===== config.mk =====
export PLATFORM = sky130hd
export DESIGN_NAME = sign_mag_accum
export DESIGN_NICKNAME = d
export VERILOG_FILES = /design/src/rtl/sign_mag_accum_pkg.sv /design/src/rtl/sign_mag_add.sv /design/src/rtl/sign_mag_accum.sv
export SDC_FILE = /design/constraint.sdc
export NUM_CORES = 1
export LEC_CHECK = 0
export CORE_MARGIN = 2
export CORE_UTILIZATION = 45
export CTS_CLUSTER_DIAMETER = 50
export CTS_CLUSTER_SIZE = 28
export DETAILED_ROUTE_END_ITERATION = 6
export GPL_ROUTABILITY_DRIVEN = 0
export PLACE_DENSITY = 0.71
export SLEW_MARGIN = 15
export SYNTH_ARGS = -nofsm -noshare
export SYNTH_HDL_FRONTEND = slang
export SYNTH_SLANG_ARGS = --single-unit

===== constraint.sdc =====
create_clock -name clk -period 3.18 [get_ports clk]
set_input_delay 0.636 -clock clk [delete_from_list [all_inputs] [get_ports clk]]
set_output_delay 0.636 -clock clk [all_outputs]
set_load 0.02 [all_outputs]

===== src/rtl/sign_mag_accum_pkg.sv =====
// Shared state encodings and magnitude helper for the sign-magnitude accumulator.
package sign_mag_accum_pkg;

    typedef enum logic [1:0] {
        ST_IDLE = 2'd0,
        ST_ACC  = 2'd1,
        ST_DONE = 2'd2
    } state_t;

    // Largest magnitude representable by an n-bit sign-magnitude word.
    function automatic int unsigned mag_max(input int unsigned n);
        return (32'd1 << (n - 1)) - 32'd1;
    endfunction

endpackage


===== src/rtl/sign_mag_add.sv =====
// Combinational N-bit sign-magnitude adder.
// Latency: 0 cycles. Backpressure: none (pure combinational).
// Magnitude wraps on overflow; callers widen the operands when that matters.
module sign_mag_add #(
    parameter int N = 5
) (
    input  logic [N-1:0] i_a,
    input  logic [N-1:0] i_b,
    output logic [N-1:0] o_sum
);

    logic         w_sa;
    logic         w_sb;
    logic [N-2:0] w_ma;
    logic [N-2:0] w_mb;

    assign w_sa = i_a[N-1];
    assign w_sb = i_b[N-1];
    assign w_ma = i_a[N-2:0];
    assign w_mb = i_b[N-2:0];

    // Unlike signs subtract the smaller magnitude; ties take the sign of i_a.
    always_comb begin
        o_sum = '0;
        if (w_sa == w_sb) begin
            o_sum = {w_sa, w_ma + w_mb};
        end else if (w_ma >= w_mb) begin
            o_sum = {w_sa, w_ma - w_mb};
        end else begin
            o_sum = {w_sb, w_mb - w_ma};
        end
    end

endmodule


===== src/rtl/sign_mag_accum.sv =====
// Framed saturating accumulator of sign-magnitude operands, one result per frame.
// Latency: result valid the cycle after the last input handshake (1 cycle after start if len=0).
// Backpressure: result held in DONE until out_ready; no inputs taken outside ACC.
module sign_mag_accum
    import sign_mag_accum_pkg::*;
#(
    parameter int N     = 4,
    parameter int CNT_W = 4
) (
    input  logic             clk,
    input  logic             reset,
    input  logic             start,
    input  logic [CNT_W-1:0] frame_len,
    input  logic [N-1:0]     in_data,
    input  logic             in_valid,
    output logic             in_ready,
    output logic [N-1:0]     out_sum,
    output logic             out_ovf,
    output logic             out_valid,
    input  logic             out_ready,
    output logic             busy
);

    localparam logic [N-2:0] L_MAG_MAX = (N-1)'(mag_max(N));

    state_t           r_state;
    logic [N-1:0]     r_acc;
    logic             r_ovf;
    logic [CNT_W-1:0] r_cnt;
    logic [CNT_W-1:0] r_len;

    logic [N:0]       w_acc_ext;
    logic [N:0]       w_in_ext;
    logic [N:0]       w_sum;
    logic [N-1:0]     w_next_acc;
    logic             w_next_ovf;

    // One spare magnitude bit keeps the raw sum exact so saturation can be detected.
    assign w_acc_ext = {r_acc[N-1],   1'b0, r_acc[N-2:0]};
    assign w_in_ext  = {in_data[N-1], 1'b0, in_data[N-2:0]};

    sign_mag_add #(
        .N (N + 1)
    ) u_add (
        .i_a   (w_acc_ext),
        .i_b   (w_in_ext),
        .o_sum (w_sum)
    );

    always_comb begin
        w_next_ovf = w_sum[N-1];
        w_next_acc = '0;
        if (w_sum[N-1]) begin
            w_next_acc = {w_sum[N], L_MAG_MAX};
        end else if (w_sum[N-2:0] != '0) begin
            w_next_acc = {w_sum[N], w_sum[N-2:0]};
        end
    end

    always_ff @(posedge clk) begin
        if (reset) begin
            r_state <= ST_IDLE;
            r_acc   <= '0;
            r_ovf   <= 1'b0;
            r_cnt   <= '0;
            r_len   <= '0;
        end else begin
            case (r_state)
                ST_IDLE: begin
                    if (start) begin
                        r_acc   <= '0;
                        r_ovf   <= 1'b0;
                        r_cnt   <= '0;
                        r_len   <= frame_len;
                        r_state <= (frame_len == '0) ? ST_DONE : ST_ACC;
                    end
                end
                ST_ACC: begin
                    if (in_valid) begin
                        r_acc <= w_next_acc;
                        r_ovf <= r_ovf | w_next_ovf;
                        r_cnt <= r_cnt + CNT_W'(1);
                        if (r_cnt == r_len - CNT_W'(1)) begin
                            r_state <= ST_DONE;
                        end
                    end
                end
                ST_DONE: begin
                    if (out_ready) begin
                        r_state <= ST_IDLE;
                    end
                end
                default: r_state <= ST_IDLE;
            endcase
        end
    end

    assign in_ready  = (r_state == ST_ACC);
    assign out_valid = (r_state == ST_DONE);
    assign busy      = (r_state != ST_IDLE);
    assign out_sum   = out_valid ? r_acc : '0;
    assign out_ovf   = out_valid & r_ovf;

endmodule


==> run_results.csv <==
group,metric,value,unit
grt,grt_pass1_vias,966,
cells_and_area,fillers,245,
cts,clock-sinks,15,
cts,cts_setup_buffers,0,
cts,clock_latency,0.29,ns
synthesis,synthCells,145,
setup_path,start_kind,"input port",
power,power_density,362.1,nW/um2
timing,fin_ws,0.4512,ns
route,drc,0,
timing,skew,0.001737,ns
setup_path,required,3.38,ns
synthesis,synth-seq-area-share,0.2545,
route,wl_per_cell,12.98,um
timing,setup_violations,0,
setup_path,max_stage_delay,0.46,ns
cells_and_area,areaGrowthSynthToFinish,19.94,%
route,dr.pass1.iters,4,
cts,cts_root_buf,"clkbuf_4",
grt,track_usage,0.1777,
floorplan,coreArea,2477,um2
synthesis,yosysMostFrequentCell,"nand2_1",
route,ant_nets,0,
floorplan,row_count,18,
worst_hold_path,hp-class,"reg2reg",
grt,grt_max_degree,17,
timing,fin_crit,2.729,ns
setup_path,crit_slowest_cell,"fa_1",
route,drt_iter0_markers,21,
synthesis,avgSynthCellArea,8.137,um2
timing,worst_pin_slew,0.5412,ns
synthesis,ys_top_cells_by_area,"dfxtp_1 25%, ha_1 12%, fa_1 6.8%",
grt,antenna_found_initial,0,
cts,htree_levels,1,
synthesis,ys_ff_latch,15,
setup_path,crit_arrival,2.93,ns
placed_design,dpl.hpwl,2.047,mm
timing,grt_setup_unrepaired,"false",
floorplan,fp.dieW,55.21,um
placed_design,pre_cts_slack,0.1493,ns
route,drt-total-wl,2.505,mm
cells_and_area,drive_gt1_frac,0.04908,
status,outcome,"finished clean",
synthesis,synth.distinct_cells,41,
timing,fmaxAchievable,366.5,MHz
floorplan,start_util,0.4763,
flow_run,maxCapViolations,0,
synthesis,synth-edff-count,0,
setup_path,path_max_fanout,3,
cts,clockBufferDepth,2,
synthesis,dominantRegCellSynth,"dfxtp_1",
setup_path,crit_path_end_kind,"flip-flop",
cts,path_clk_slew,0.08,ns
synthesis,synth.largest_area_cell,"dfxtp_1",
synthesis,postSynth.asyncResetShare,0,
timing,final_hold_viol_count,0,
placed_design,port_buffers,20,
timing,maxSlewViolCount,0,
route,viasPerCell,5.389,
cts,cts_repair_resize_count,0,
cells_and_area,fin_util,0.5712,
synthesis,synth_common_cells,"16 x nand2_1, 15 x dfxtp_1, 12 x inv_1",
setup_path,critPathKind,"in2reg",
cts,cts_tree,"yes",
power,ir_worst_vdd,0.0002776,V
grt,grt_pass1_wl,4.388,mm
floorplan,ios,21,
synthesis,synth_top_cell_area_share,0.2545,
power,p_leak,0.5745,nW
grt,overflow,0,
synthesis,synth_fp_nets,173,
floorplan,die_h,55.21,um
timing,slew_headroom,0.6381,
cts,numCtsBuffers,3,
cts,cts_hold_buf,0,
route,vias,1040,
timing,fin_crit_sh,0.8581,
cells_and_area,nets,192,
floorplan,die_area,3048,um2
timing,final.setup.tns,0,ns
synthesis,yosys_warnings,0,
setup_path,path_cells,"clkdlybuf4s50_1 -> ha_1 -> fa_1 -> fa_1 -> nand4_1 -> o21ai_0 -> o21ai_0 -> o221ai_1 -> a311oi_1",
synthesis,synthesis.area,1180,um2
cells_and_area,num_antenna_cells,0,
state kept, by name (all words and copies together), names as in the netlist:
signal	cells
r_len	4
r_ovf	1
r_acc	4
r_state	2
r_cnt	4
logic make-up (layout without fill, tap and decap cells):
family	count (synthesis)	count (layout)	synth area share
compound gates	34	34	0.1845
flops	15	15	0.2545
buf+inv	18	36	0.06256
fa+ha+maj	15	15	0.1845
xor+xnor	9	9	0.07317
mux	1	1	0.008484
simple gates	53	53	0.2323
final cells by class:
| class | instances | area, um2 | area share |
|---|---|---|---|
| Tap cell | 30 | 37.54 | 0.02653 |
| Sequential cell | 15 | 300.3 | 0.2122 |
| Multi-Input combinational cell | 112 | 805.8 | 0.5694 |
| Timing Repair Buffer | 20 | 200.2 | 0.1415 |
| Clock buffer | 4 | 26.28 | 0.01857 |
| Inverter | 12 | 45.04 | 0.03183 |
worst paths after layout:
path              slack (ns)        to  depth (start not counted)       start
hold / removal          0.46     r_ovf                          2       r_ovf
setup / recovery        0.45  r_acc[3]                          9  in_data[0]
setup reg to reg        0.79  r_acc[3]                          9    r_acc[0]
hold reg to reg         0.46     r_ovf                          2       r_ovf
through the flow:
step / hold slack [ns] / total power (W) / instance area [um2] / std cells
6_report: 0.4599 / 0.0005125 / 1415 / 193
5_1_grt: 0.4789 / 0.0005526 / 1415 / 193
3_3_place_gp: 0.4404 / 0.0004044 / 1389 / 189
3_5_place_dp: 0.4416 / 0.0004074 / 1389 / 189
2_1_floorplan: 0.4166 / 0.0003497 / 1180 / 145
4_1_cts: 0.4609 / 0.0005160 / 1415 / 193
power breakdown:
part | internal (W) | switching (W)
Sequential | 0.000200 | 0.0000182
Combinational | 0.0000835 | 0.000102
Clock | 0.0000489 | 0.0000595
routing by layer:
layer / track usage / wire (um)
met4: 0.04181 / 22
met5: 0 / 0
met3: 0.05386 / 123
met2: 0.2789 / 1191
met1: 0.2394 / 1167
cell usage in the layout (no fill, tap or decap), types with 2 or more instances in the layout:
cell type,synthesis,layout
clkdlybuf4s50_1,0,20
nand2_1,16,16
dfxtp_1,15,15
inv_1,12,12
a21oi_1,11,11
ha_1,11,11
nor2_1,10,10
and2_1,7,7
o21ai_0,5,5
xor2_1,4,4
xnor2_1,4,4
fa_1,4,4
nand3_1,3,3
a31oi_1,3,3
o31ai_1,3,3
a311oi_1,3,3
clkbuf_4,0,3
nor2b_1,2,2
o21bai_1,2,2
nor3_1,2,2
nand2b_1,2,2
nand4_1,2,2
critical path: cells and delay by family:
kind | cells | cell delay (ns)
buffers and inverters | 1 | 0.45
adder cells (fa/ha/maj) | 3 | 1.08
AND/OR/NAND/NOR | 1 | 0.10
AO/OA/AOI/OAI | 4 | 0.65
Power figures use the tool's default switching activity.
